$ cat config.mk
export PLATFORM = sky130hd
export DESIGN_NAME = ita_disp_sched
export DESIGN_NICKNAME = d
export VERILOG_FILES = /design/src/rtl/ita_disp_sched.sv
export SDC_FILE = /design/constraint.sdc
export NUM_CORES = 1
export LEC_CHECK = 0
export ABC_AREA = 1
export CAP_MARGIN = 20
export CORE_MARGIN = 5
export CORE_UTILIZATION = 55
export DETAILED_ROUTE_END_ITERATION = 6
export PLACE_DENSITY = 0.74
export SYNTH_ARGS = -nofsm -noshare
export SYNTH_HDL_FRONTEND = slang
export SYNTH_SLANG_ARGS = --single-unit
$ cat constraint.sdc
create_clock -name clk -period 16.3 [get_ports clk]
set_clock_uncertainty 0.15 [all_clocks]
set_input_delay 3.26 -clock clk [delete_from_list [all_inputs] [get_ports clk]]
set_output_delay 3.26 -clock clk [all_outputs]
set_load 0.02 [all_outputs]
$ cat src/rtl/ita_disp_sched.sv
// Scan scheduler for a 12-digit 14-segment multiplexed display.
// Optional scrolling is built when DISP_SCROLL_EN is defined.
module ita_disp_sched #(
  parameter int NDIG       = 12,
  parameter int SEGW       = 14,
  parameter int DWELL      = 1000,
  parameter int BLANK_CYC  = 4,
  parameter int SCROLL_DIV = 8
) (
  input  logic            clk,
  input  logic            rst,
  input  logic            en,
  input  logic            wr_en,
  input  logic [3:0]      wr_addr,
  input  logic [SEGW-1:0] wr_data,
  input  logic            scroll_on,
  output logic            wr_err,
  output logic            frame_done,
  output logic [NDIG-1:0] sel,
  output logic [SEGW-1:0] segm
);

  localparam int MX1  = (DWELL > BLANK_CYC) ? DWELL : BLANK_CYC;
  localparam int MAXC = (MX1 > SCROLL_DIV) ? MX1 : SCROLL_DIV;
  localparam int CW   = $clog2(MAXC + 1);

  localparam logic [CW-1:0] DW_M1 = CW'(DWELL - 1);
  localparam logic [CW-1:0] BL    = CW'(BLANK_CYC);
  localparam logic [CW-1:0] BL_M1 = CW'(BLANK_CYC - 1);

  localparam logic [1:0] S_OFF   = 2'd0;
  localparam logic [1:0] S_BLANK = 2'd1;
  localparam logic [1:0] S_SHOW  = 2'd2;

  logic [1:0]      state;
  logic [CW-1:0]   cnt;
  logic [3:0]      idx;
  logic [3:0]      nidx;
  logic [3:0]      offset;
  logic            last;
  logic            frame_evt;
  logic [SEGW-1:0] gbuf [NDIG];

  function automatic logic [3:0] gidx(input logic [3:0] i,
                                      input logic [3:0] o);
    logic [4:0] s;
    s = {1'b0, i} + {1'b0, o};
    if (s >= 5'(NDIG)) s = s - 5'(NDIG);
    return s[3:0];
  endfunction

  function automatic logic [NDIG-1:0] oh(input logic [3:0] i);
    return {{(NDIG-1){1'b0}}, 1'b1} << i;
  endfunction

  assign nidx = (idx == 4'(NDIG - 1)) ? 4'd0 : idx + 4'd1;
  assign last = (cnt == '0) && (idx == 4'(NDIG - 1));
  assign frame_evt = en && (state == S_SHOW) && last;

  always_ff @(posedge clk or posedge rst) begin
    if (rst) begin
      for (int i = 0; i < NDIG; i++) gbuf[i] <= '0;
      wr_err <= 1'b0;
    end else begin
      wr_err <= wr_en && ({1'b0, wr_addr} >= 5'(NDIG));
      if (wr_en && ({1'b0, wr_addr} < 5'(NDIG)))
        gbuf[wr_addr] <= wr_data;
    end
  end

  // sel/segm are latched only on SHOW entry so a lit digit never changes
  always_ff @(posedge clk or posedge rst) begin
    if (rst) begin
      state      <= S_OFF;
      cnt        <= '0;
      idx        <= '0;
      sel        <= '0;
      segm       <= '0;
      frame_done <= 1'b0;
    end else begin
      frame_done <= 1'b0;
      if (!en) begin
        state <= S_OFF;
        cnt   <= '0;
        idx   <= '0;
        sel   <= '0;
        segm  <= '0;
      end else begin
        unique case (state)
          S_OFF: begin
            state <= S_BLANK;
            cnt   <= BL;
            idx   <= '0;
          end
          S_BLANK: begin
            if (cnt == '0) begin
              state <= S_SHOW;
              cnt   <= DW_M1;
              sel   <= oh(idx);
              segm  <= gbuf[gidx(idx, offset)];
            end else begin
              cnt <= cnt - 1'b1;
            end
          end
          S_SHOW: begin
            if (cnt != '0) begin
              cnt <= cnt - 1'b1;
            end else begin
              frame_done <= last;
              idx        <= nidx;
              if (BLANK_CYC == 0) begin
                state <= S_SHOW;
                cnt   <= DW_M1;
                sel   <= oh(nidx);
                segm  <= gbuf[gidx(nidx, offset)];
              end else begin
                state <= S_BLANK;
                cnt   <= BL_M1;
                sel   <= '0;
                segm  <= '0;
              end
            end
          end
          default: begin
            state <= S_OFF;
            cnt   <= '0;
            idx   <= '0;
            sel   <= '0;
            segm  <= '0;
          end
        endcase
      end
    end
  end

`ifdef DISP_SCROLL_EN
  localparam logic [CW-1:0] SD_M1 = CW'(SCROLL_DIV - 1);
  logic [CW-1:0] fcnt;

  always_ff @(posedge clk or posedge rst) begin
    if (rst) begin
      fcnt   <= '0;
      offset <= '0;
    end else if (!scroll_on) begin
      fcnt <= '0;
    end else if (frame_evt) begin
      if (fcnt == SD_M1) begin
        fcnt   <= '0;
        offset <= (offset == 4'(NDIG - 1)) ? 4'd0 : offset + 4'd1;
      end else begin
        fcnt <= fcnt + 1'b1;
      end
    end
  end
`else
  logic unused_scroll;
  assign unused_scroll = scroll_on ^ frame_evt;
  assign offset = '0;
`endif

endmodule

* Word-level counts from Yosys, hierarchy flattened
Index checks and enable logic that the tools add are counted.
** Cells by class
- Bitwise operators :: 2
- Shifts and indexed selects :: 1
- Multipliers :: 0
- Add/subtract/negate cells :: 3
- Eq/ne operators :: 7
- Divide/modulo/power cells :: 0
- Order comparisons :: 6
- Muxes and demuxes :: 33
- Reduce and logical (&&, ||, !) cells :: 10
** Operator list (number)
- bitwise mux 168 bit :: 1
- two-way mux 14 bit :: 6
- binary-select mux 14 bit (select 4 bit) :: 1
- demux 14 bit (select 4 bit) :: 1
- one-hot mux 14 bit (3 select lines) :: 1
- two-way mux 12 bit :: 3
- one-hot mux 12 bit (3 select lines) :: 1
- two-way mux 10 bit :: 3
- one-hot mux 10 bit (3 select lines) :: 1
- two-way mux 4 bit :: 7
- left shift 1 x 4 -> 12 bit, first input constant :: 1
- >= comparator 5 bit, second input constant :: 2
- zero test 10 bit :: 1
- NOT 4 -> 5 bit :: 2
- nonzero test 10 bit :: 1
- subtractor 10 x 1 -> 10 bit, second input constant :: 1
- >= comparator 4 bit, second input constant :: 2
- one-hot mux 4 bit (2 select lines) :: 1
- two-way mux 2 bit :: 3
- inequality test 3 bit, second input constant :: 2
- one-hot mux 2 bit (3 select lines) :: 1
- < comparator 5 x 1 -> 1 bit, second input constant :: 1
- adder 4 x 1 -> 4 bit, second input constant :: 1
- == test 4 bit, second input constant :: 1
- other kinds (10) :: 17
** Word-level totals
- Logic and storage cells :: 81
- Bits in read-only memories :: 0
- Bits in writable memories :: 0
- Memories kept :: 0
- Register bits after elaboration :: 212
- Bits in latches :: 0
- Bits of input ports :: 23
- Output and inout bits :: 28

* Logic depth before layout (Yosys ltp)
Gate-level depths: netlist (run 1).
- Depth after elaboration :: 12
- Depth in mapped cells :: 11
- Mapped depth without buffers :: 10

* Worst setup path after synthesis (run 1)
Ideal clock, no wire load.
- Path kind :: input to register
- Start :: input wr_en
- End :: register gbuf[28] (netlist name)
- Cell stages on the path :: 7
- Path buffers :: 2
- Data required time :: 16.020 ns
- Path slack :: 11.836 ns
- Arrival time :: 4.183 ns
- Setup time :: 0.130 ns
- Cell sequence :: buf_6 nand2_1 nor2_1 nand2_2 buf_2 nand2_1 o21ai_0
** Between the ends
- Cells in the longest elaborated chain, start to end :: 1
** Ends and longest elaborated chain
- start: declaration :: line 13 : input logic wr_en,
- logical AND 1 bit :: line 66 : if (wr_en && ({1'b0, wr_addr} < 5'(NDIG)))
- end signal: indexed assignment :: line 67 : gbuf[wr_addr] <= wr_data;
- end: declaration :: line 42 : logic [SEGW-1:0] gbuf [NDIG];
Every way passes these cells.
A chain may end at the register's enable or synchronous reset.

* Worst setup path in the final report (run 1)
- Start :: input wr_addr[3]
- End :: register gbuf[159] (netlist name)
** Between the ends
- Cells in the longest elaborated chain, start to end :: 6
- Elaborated cells on any way between the ends :: 9
- Those cells by class :: order compare: 3; mux: 3; bitwise: 1; reduce/logical: 2
** Ends and longest elaborated chain
- start: declaration :: line 14 : input logic [3:0] wr_addr,
- NOT 4 -> 5 bit (implied by the code) :: line 67
- >= comparator 5 bit (implied by the code) / < comparator 5 x 1 -> 1 bit (equally long branches) :: line 67
- logical AND 1 bit (implied by the code) :: line 67
- two-way mux 14 bit (implied by the code) :: line 67
- demux 14 bit (select 4 bit) :: line 67
- bitwise mux 168 bit :: line 67
Several ways; a longest one is shown, not always the timed one.

==> impl_results.md, run 1 <==
* Design Power at about 1600 uW
* Layout fillers at ~1700
* Residual DRC at 0
* Pleak at about 0.006 uW
* Internal power at roughly 1100 uW
* Die area at about 22000 sq um
* Starting Density at a little under three fifths
* Vias in the first global route at 8098
* Max Buffers Root-to-Sink at 3
* Hold Worst Slack at approximately 0.30 ns
* Net Switching at 533 uW
* Initial antenna violation count at 0
* Yosys warns at 0
* CTS Buf Count at 24
* Yosys cell types at 30
* Pwr dens at around 140 nW/um^2
* Critical Path RT at approximately 17 ns
* Setup repair bufs after CTS at 0
* IO Port Bufs at about 50
* Tcrit/Tclk final at approximately 30%
* Std-Cell Core Area at about 19000 sq um
* # H-tree levels at 1
* Hold buffers post-CTS at 0
* First-pass GRT wire length at 42.6 mm
* # diodes at 0
* DP Area at approximately 11000 sq um
* FP Rows at 50
* Via-to-Cell Ratio at approximately 5.2
* Area growth, synth to finish at 12.6%
* Worst reg2reg path startpoint: cnt[0]
* Critical path arrival at around 5.2 ns
* Status: finished clean
* Max_cap viols at 0
* CTS resizes at 0
* Ports at between 50 and 60
* Fin crit period at 4.95 ns
* Via count at between 8000 and 9000
* Switch share at roughly 33%
* Mapped cell area at 10400 sq um
* Met3 WL post-DR at roughly 1.4 mm
* Hold Path Class: reg -> reg
* CP Launch Point: wr_addr[3]
* Met1 WL at ~11 mm
* Post-route cell area at between 10000 and 15000 sq um
* WL met2 at between 10 and 15 mm
* Yosys reg bits at 212
* Largest net degree at the start of global routing at between 100 and 150
* Total congestion overflow at 0
* Clk slew on worst S/H paths at about 0.060 ns
* Drt first pass iters at 5
* Most frequent cells in the layout: 510 x nand2_1, 211 x dfrtp_1, 191 x inv_1
* Skew-Pair Late Insertion Delay at 0.51 ns
* Net total in the final layout at about 1400
* Clk root buf: clkbuf_16
* Gr usage total at 24.2%
* Setup tns final at 0 ns
* Syn Nets at between 1000 and 1500
* Sequential power share at a little over two fifths
* Synth Area per Inst at 7.70 sq um
* Post-DP HPWL at ~15 mm
* Max Used Layer: met4
* Commonest non-fill, non-tap cell in the layout: nand2_1
* Clock Power Share at between 30% and 40%
* RSZ-0062 raised after global routing: no
* Initial DRC Count at about 850
* Slew Limit Headroom at about a third
* Crit start category: input port
* Crit-path max FO at 28
* Layout cells sized above 1 at 6.68%
* Fmax at roughly 200 MHz
* Sink Count at between 200 and 250
* Comb pwr share at approximately 26%
* Crit Path Class: in -> reg
* Slew @ Worst Pin at 1.02 ns
* Slew Limit Fails at 0
* CTS tree: built
* Finish-stage setup viols at 0
* Fin cells at between 1500 and 2000
* Die height at between 100 and 150 um
* Hold Startpoint: cnt[0]
* Antenna viol nets, final at 0
* Cells after synthesis at 1352
* WL final at approximately 26 mm
* Drt wl/cell at around 16 um
* Crit. End Element: flop
* Final Hold Viols at 0
* Die width at 148 um
* Placed cell count at between 1500 and 2000
* Peak supply drop at between 70 and 80 uV
* Post-synthesis sequential area ratio at about 50%
* Final Wtd Congestion at about 0.81
-- sequential cells by signal, summed over array words and instances (netlist names) --
| register | count |
|---|---|
| state | 2 |
| cnt | 10 |
| sel | 12 |
| frame_done | 1 |
| wr_err | 1 |
| gbuf | 168 |
| idx | 4 |
| segm | 14 |
-- power by group through the flow --
stage | sequential (uW) | clock [uW] | combinational, uW
6_report | 689 | 526 | 416
5_1_grt | 702 | 555 | 483
2_1_floorplan | 695 | 0 | 313
3_3_place_gp | 693 | 0 | 404
3_5_place_dp | 697 | 0 | 414
4_1_cts | 689 | 533 | 418
-- critical path, cell delays in order --
cell and delay [ns]:
clkdlybuf4s50_1 0.60, nor2_1 0.35, nand3_2 0.59, o21ai_0 0.40
-- metrics by stage --
step / setup WS [ns] / util, %
2_1_floorplan: 7.10 / -
3_3_place_gp: 10.51 / 58.2
3_5_place_dp: 10.52 / 58.2
4_1_cts: 11.04 / 62.4
5_1_grt: 11.18 / 62.7
6_report: 11.35 / 62.7
-- worst paths after layout --
| check | to | slack (ns) | cells after the start |
|---|---|---|---|
| setup / recovery | gbuf[159] | 11.35 | 4 |
| hold / removal | cnt[0] | 0.30 | 1 |
| setup reg to reg | sel[5] | 13.62 | 8 |
| hold reg to reg | cnt[0] | 0.30 | 1 |
| max in group asynchronous | idx[0] | 11.50 | 4 |
| min in group asynchronous | gbuf[74] | 3.19 | 2 |
-- synth_stat cells --
| master | n | share of area (%) |
|---|---|---|
| a21oi_1 | 8 | 0.38 |
| and3_2 | 1 | 0.072 |
| buf_1 | 1 | 0.036 |
| buf_2 | 25 | 1.2 |
| buf_4 | 1 | 0.072 |
| buf_6 | 15 | 1.6 |
| clkbuf_1 | 18 | 0.65 |
| clkbuf_2 | 3 | 0.14 |
| clkinv_1 | 1 | 0.036 |
| dfrtp_1 | 212 | 51 |
| ha_1 | 7 | 0.84 |
| inv_1 | 192 | 6.9 |
| inv_2 | 4 | 0.14 |
| nand2_1 | 510 | 18 |
| nand2_2 | 6 | 0.36 |
| nand2_4 | 2 | 0.22 |
| nand3_1 | 109 | 5.2 |
| nand3_2 | 2 | 0.19 |
| nand3_4 | 2 | 0.34 |
| nand4_1 | 4 | 0.24 |
| nor2_1 | 27 | 0.97 |
| nor2_2 | 4 | 0.24 |
| nor2_4 | 3 | 0.32 |
| nor3_1 | 2 | 0.096 |
| nor3_4 | 3 | 0.47 |
| o211ai_1 | 1 | 0.072 |
| o21ai_0 | 145 | 7.0 |
| o21ai_1 | 24 | 1.2 |
| o21ai_2 | 15 | 1.3 |
| xor2_1 | 5 | 0.42 |
-- metal layers --
layer / vias to the layer above / global-route usage [%]
li1: 4224 / -
met1: 3888 / 33.3
met2: 240 / 39.6
met3: 54 / 3.07
met4: 0 / 8.90
met5: - / 0
-- final cells by class --
cell class              instances  area, sq um  share of cell area (%)
multi-input cells             880         3980                    34.0
flip-flops and latches        212         5310                    45.3
repair buffers                 60          608                    5.19
clock inverters                 5         30.0                   0.256
well taps                     234          293                    2.50
clock buffers                  38          754                    6.44
inverters                     197          748                    6.38
-- cell families after synthesis --
family	after synthesis	share of synthesized area, %
flip-flops	212	50.9
AO/OA/AOI/OAI	193	9.84
XOR/XNOR	5	0.420
AND/OR/NAND/NOR	675	27.1
buffers and inverters	260	10.8
adder cells (fa/ha/maj)	7	0.841
No activity file was read; power rests on OpenSTA's default activity.
==> inputs of run 2 (changes only) <==
Settings changed: PLACE_DENSITY 0.74 to 0.77.
Clock period 16.3 ns to 4.1 ns, I/O delays scaled along.
==> run 2 against run 1 <==
Combinational power rose to 3.9 times the previous value; critical path depth rose by 4; global-route usage barely moved; non-clock buffer count rose by 3; worst hold slack got worse by 0.0073 ns; routed wire length rose by 0.49%; largest power group unchanged; register-to-register slack got worse by 12 ns; clock power rose to 4.0 times the previous value; sequential share of layout area barely moved.
==> impl_results.md, run 2 (same netlist as run 1, synthesis figures left out) <==
* Status: finished clean
* Pwr dens at 555 nW/um^2 (+300%)
* First-pass GRT wire length at 42.7 mm (+0.18%)
* Most frequent cells in the layout: 510 x nand2_1, 211 x dfrtp_1, 191 x inv_1
* Finish-stage setup viols at 0 (unchanged)
* Area growth, synth to finish at 12.5% (about the same)
* Clk root buf: clkbuf_16
* Clk slew on worst S/H paths at 0.06 ns (about the same)
* Die area at 21800 sq um (unchanged)
* Via count at 8552 (+1.7%)
* Peak supply drop at 296 uV (+290%)
* Hold buffers post-CTS at 0 (unchanged)
* Initial antenna violation count at 0 (unchanged)
* Top flop regs: gbuf: 168 flops, segm: 14 flops, sel: 12 flops
* Layout cells sized above 1 at 6.75% (+0.072 points)
* Tcrit/Tclk final at around 65%
* Skew-Pair Late Insertion Delay at 0.51 ns (about the same)
* Slew @ Worst Pin at 0.851 ns (-0.166 ns)
* Biggest register: gbuf
* Via-to-Cell Ratio at 5.26 (+1.7%)
* Initial DRC Count at 699 (-18%)
* Crit. End Element: flop
* Max_cap viols at 0 (unchanged)
* Crit start category: flop
* Final Wtd Congestion at 0.813 (+0.16%)
* Crit path cell chain: inv_1 -> ha_1 -> nand2_1 -> nor2_2 -> nand3_1 -> nand2_1 -> nand2_2 -> o21ai_0
* Pleak at 0.00605 uW (about the same)
* CTS tree: built
* RSZ-0062 raised after global routing: no
* Setup repair bufs after CTS at 0 (unchanged)
* Gr usage total at 24.2% (+0.036 points)
* Crit Path Class: reg -> reg
* Vias in the first global route at 8281 (+2.3%)
* Starting Density at 55.7% (unchanged)
* Drt wl/cell at 15.9 um (+0.49%)
* Crit-path max FO at 37 (+32%)
* CTS Buf Count at 23 (-4.2%)
* DP Area at 10900 sq um (+0.46%)
* Std-Cell Core Area at 18700 sq um (unchanged)
* Critical Path RT at 4.35 ns (-12.20 ns)
* CTS resizes at 0 (unchanged)
* Net total in the final layout at 1407 (+0.14%)
* # diodes at 0 (unchanged)
* # H-tree levels at 1 (unchanged)
* Post-route cell area at 11700 sq um (about the same)
* Final Hold Viols at 0 (unchanged)
* WL final at 25.8 mm (+0.49%)
* IO Port Bufs at 49 (unchanged)
* Drt first pass iters at 5 (unchanged)
* Critical path arrival at 2.92 ns (-2.29 ns)
* PnR worst setup slack at 1.42 ns (-9.92 ns)
* Slew Limit Headroom at 43.2% (+11 points)
* Antenna viol nets, final at 0 (unchanged)
* Design Power at 6500 uW (+300%)
* Number of flip-flops under the largest register name at 168 (unchanged)
* Fmax at between 300 and 400 MHz
* Hold Path Class: reg -> reg
* Setup tns final at 0 ns (unchanged)
* Max Buffers Root-to-Sink at 3 (unchanged)
* Largest net degree at the start of global routing at 78 (-42%)
* Critical path's most frequent cell: nand2_1
* Worst path max stage delay at 0.41 ns (-0.19 ns)
* Die width at 148 um (unchanged)
* FP Rows at 50 (unchanged)
* Residual DRC at 0 (unchanged)
* Fin crit period at between 2 and 3 ns
* Pre-CTS setup slack at 1.11 ns (-9.41 ns)
* Slew Limit Fails at 0 (unchanged)
* Worst-path cell with the longest stage delay: nand2_2
* Die height at 148 um (unchanged)
* Post-DP HPWL at 15.4 mm (+3.9%)
* Commonest non-fill, non-tap cell in the layout: nand2_1
* Sink Count at 212 (unchanged)
* Ports at 51 (unchanged)
* Total congestion overflow at 0 (unchanged)
-- run 2: power breakdown --
group	internal [uW]	switching (uW)	leakage (uW)	total (uW)
Sequential	2530	236	0.00270	2760
Clock	1280	826	0.000382	2100
Combinational	587	1050	0.00296	1640
-- run 2: path summary, 6_finish.rpt --
kind / startpoint / to / slack [ns] / depth (start not counted)
setup / recovery: cnt[0] / sel[4] / 1.42 / 8
hold reg to reg: cnt[0] / cnt[0] / 0.30 / 1
hold / removal: cnt[0] / cnt[0] / 0.30 / 1
setup reg to reg: cnt[0] / sel[4] / 1.42 / 8
max in group asynchronous: rst / sel[4] / 2.47 / 3
min in group asynchronous: rst / gbuf[10] / 0.50 / 2
-- run 2: layout make-up --
type	count	area [sq um]
multi-input cells	880	3980
inverters	197	743
well taps	234	293
flip-flops and latches	212	5310
clock inverters	6	80.1
fillers	1615	6990
repair buffers	63	621
clock buffers	34	687
-- run 2: critical path: cells and delay by family, from the launching register on --
kind,cells,cell delay (ns)
compound gates,1,0.37
simple gates,5,1.32
buf+inv,1,0.12
flops,1,0.38
fa+ha+maj,1,0.22
-- run 2: through the flow --
| step | std cells | util [%] | hold slack (ns) |
|---|---|---|---|
| floorplan | 1352 | - | 0.269 |
| global placement | 1586 | 58.5 | 0.283 |
| detailed placement | 1586 | 58.5 | 0.295 |
| global route | 1626 | 62.6 | 0.341 |
| CTS | 1626 | 62.6 | 0.303 |
| finish | 1626 | 62.6 | 0.297 |
-- run 2: layer usage --
metal | share of wire, % | track usage (%) | vias to the layer above
met5 | 0 | 0 | -
met4 | 2.9 | 7.88 | 0
met3 | 5.8 | 3.65 | 59
met2 | 49 | 42.2 | 225
met1 | 42 | 31.2 | 4043
li1 | - | - | 4225
==> inputs of run 3 (changes only) <==
Clock period 4.1 ns to 2.4 ns, I/O delays scaled along.
==> run 3 against run 2 <==
Core utilization grew 1.3 points; die area unchanged; power grew 69%; worst hold slack got worse by 0.16 ns; critical path depth increased by 3; highest routed layer unchanged; critical endpoint is now sel[9]; non-clock buffer count rose by 27; global-route usage down 0.52 points; first-iteration DRC count rose by 0.72%; combinational power increased by 80%.
==> impl_results.md, run 3 (same netlist as run 1, synthesis figures left out) <==
* Pleak at 0.00617 uW (+2.1%)
* Critical R2R Capture: sel[9]
* Clk slew on worst S/H paths at 0.06 ns (about the same)
* Placed cell count at 1613 (+1.7%)
* FP Rows at 50 (unchanged)
* Sink Count at 212 (unchanged)
* Antenna viol nets, final at 0 (unchanged)
* Final Wtd Congestion at 0.831 (+2.2%)
* Crit path cell chain: inv_1 -> ha_1 -> nand2_1 -> nor2_2 -> nand3_1 -> buf_4 -> nand2_1 -> nand2_2 -> buf_12 -> nand2_1 -> o21ai_1
* # H-tree levels at 1 (unchanged)
* Worst reg2reg path startpoint: cnt[0]
* Multi-input logic area at 3980 sq um (unchanged)
* Fin crit period at 2.14 ns (-0.536 ns)
* CTS Buf Count at 23 (unchanged)
* Total congestion overflow at 0 (unchanged)
* Layout cells sized above 1 at 8.46% (+1.7 points)
* Post-DP HPWL at 16.1 mm (+4.7%)
* Most frequent cells in the layout: 510 x nand2_1, 211 x dfrtp_1, 191 x inv_1
* Cell count of the worst reg-to-reg path at 11 (+3)
* Vias in the first global route at 8219 (-0.75%)
* Final Hold Viols at 0 (unchanged)
* Design Power at 11000 uW (+69%)
* RSZ-0062 raised after global routing: no
* Crit Path Class: reg -> reg
* Reg2reg setup slack at 0.26 ns (-1.16 ns)
* Area growth, synth to finish at 14.8%
* Die area at 21800 sq um (unchanged)
* Hold buffers post-CTS at 0 (unchanged)
* IO Port Bufs at 49 (unchanged)
* Crit. End Element: flop
* Drt wl/cell at 15.2 um (-4.1%)
* Skew-Pair Late Insertion Delay at 0.51 ns (about the same)
* Seq. cell area at 5310 sq um (unchanged)
* Die width at 148 um (unchanged)
* Status: finished clean
* CTS tree: built
* Critical Path RT at 2.64 ns (-1.71 ns)
* Max Buffers Root-to-Sink at 3 (unchanged)
* Critical path arrival at 2.38 ns (-0.54 ns)
* Tcrit/Tclk final at 89.2% (+24 points)
* Hold Path Class: in -> async
* Top flop regs: gbuf: 168 flops, segm: 14 flops, sel: 12 flops
* Critical path's most frequent cell: nand2_1
* Slew @ Worst Pin at 0.379 ns (-0.472 ns)
* Drt first pass iters at 5 (unchanged)
* Buf+Inv Stages, Crit Path at 3 (+2)
* Via count at 8614 (+0.72%)
* Fmax at 467 MHz (+25%)
* Gr usage total at 23.7% (-0.52 points)
* Finish-stage setup viols at 0 (unchanged)
* Largest net degree at the start of global routing at 63 (-19%)
* Die height at 148 um (unchanged)
* Pwr dens at 916 nW/um^2 (+65%)
* Peak supply drop at 573 uV (+93%)
* Commonest non-fill, non-tap cell in the layout: nand2_1
* Fin cells at 1653 (+1.7%)
* Number of flip-flops under the largest register name at 168 (unchanged)
* Worst path max stage delay at 0.38 ns (-0.03 ns)
* Initial antenna violation count at 0 (unchanged)
* Max_cap viols at 0 (unchanged)
* Setup repair bufs after CTS at 0 (unchanged)
* Initial DRC Count at 704 (+0.72%)
* CTS resizes at 0 (unchanged)
* WL final at 25.2 mm (-2.5%)
* Crit-path max FO at 37 (unchanged)
* Residual DRC at 0 (unchanged)
* Biggest register: gbuf
* Slew Limit Headroom at 74.8% (+32 points)
* CP Launch Point: cnt[0]
* Via-to-Cell Ratio at 5.21 (-0.92%)
* Starting Density at 55.7% (unchanged)
* Net total in the final layout at 1434 (+1.9%)
* Clk root buf: clkbuf_16
* First-pass GRT wire length at 42.0 mm (-1.7%)
* Worst-path cell with the longest stage delay: dfrtp_1
* CP delay by family, top: simple AND/OR/NAND/NOR gates
* Ports at 51 (unchanged)
* Layout fillers at 1580 (-2.2%)
* Crit start category: flop
* Slew Limit Fails at 0 (unchanged)
* # diodes at 0 (unchanged)
* Std-Cell Core Area at 18700 sq um (unchanged)
-- run 3: changes by cell type in the layout (fill, tap and decap cells not counted), sizes merged --
cell      before  now
buf           14   41
clkinv         5    6
clkinvlp       1    2
clkbuf        34   32
inv          195  197
bufinv         2    0
-- run 3: worst max-delay path by stage --
stage               endpoint  depth (start not counted)
finish                sel[9]                         11
CTS                  segm[6]                          1
detailed placement    sel[9]                         10
global route          sel[2]                         11
floorplan             cnt[0]                          1
global placement      sel[3]                          9
-- run 3: cell type report --
type | count | area share (%)
Sequential cell | 212 | 44.4
Multi-Input combinational cell | 880 | 33.3
Timing Repair Buffer | 90 | 7.83
Inverter | 197 | 6.21
Clock buffer | 32 | 5.43
Tap cell | 234 | 2.45
Clock inverter | 8 | 0.418
-- run 3: worst reg2reg max path, cell delays in order (launching register included) --
cell	delay [ns]
dfrtp_1	0.38
inv_1	0.11
ha_1	0.22
nand2_1	0.08
nor2_2	0.15
nand3_1	0.15
buf_4	0.20
nand2_1	0.17
nand2_2	0.09
buf_12	0.17
nand2_1	0.08
o21ai_1	0.06
-- run 3: per-layer routing --
layer	track usage, %	up-vias	share of wire, %
li1	-	4281	-
met1	31.7	4058	43
met2	39.5	212	48
met3	3.28	63	5.1
met4	9.13	0	3.9
met5	0	-	0
-- run 3: metrics by stage --
stage,cell area (sq um),setup WS [ns],util (%),TNS [ns],hold slack [ns]
final,12000,0.260,63.9,0,0.136
after floorplan,10400,-0.986,-,-209.07,0.269
after global placement,11300,0.186,60.2,0,0.284
after global routing,12000,0.0663,63.9,0,0.163
after detailed placement,11300,0.156,60.2,0,0.290
after CTS,12000,0.243,63.9,0,0.138
-- run 3: power by group --
group / switching [uW] / internal [uW] / leakage [uW]
Sequential: 384 / 4320 / 0.00270
Clock: 1410 / 1890 / 0.000347
Combinational: 1830 / 1130 / 0.00312
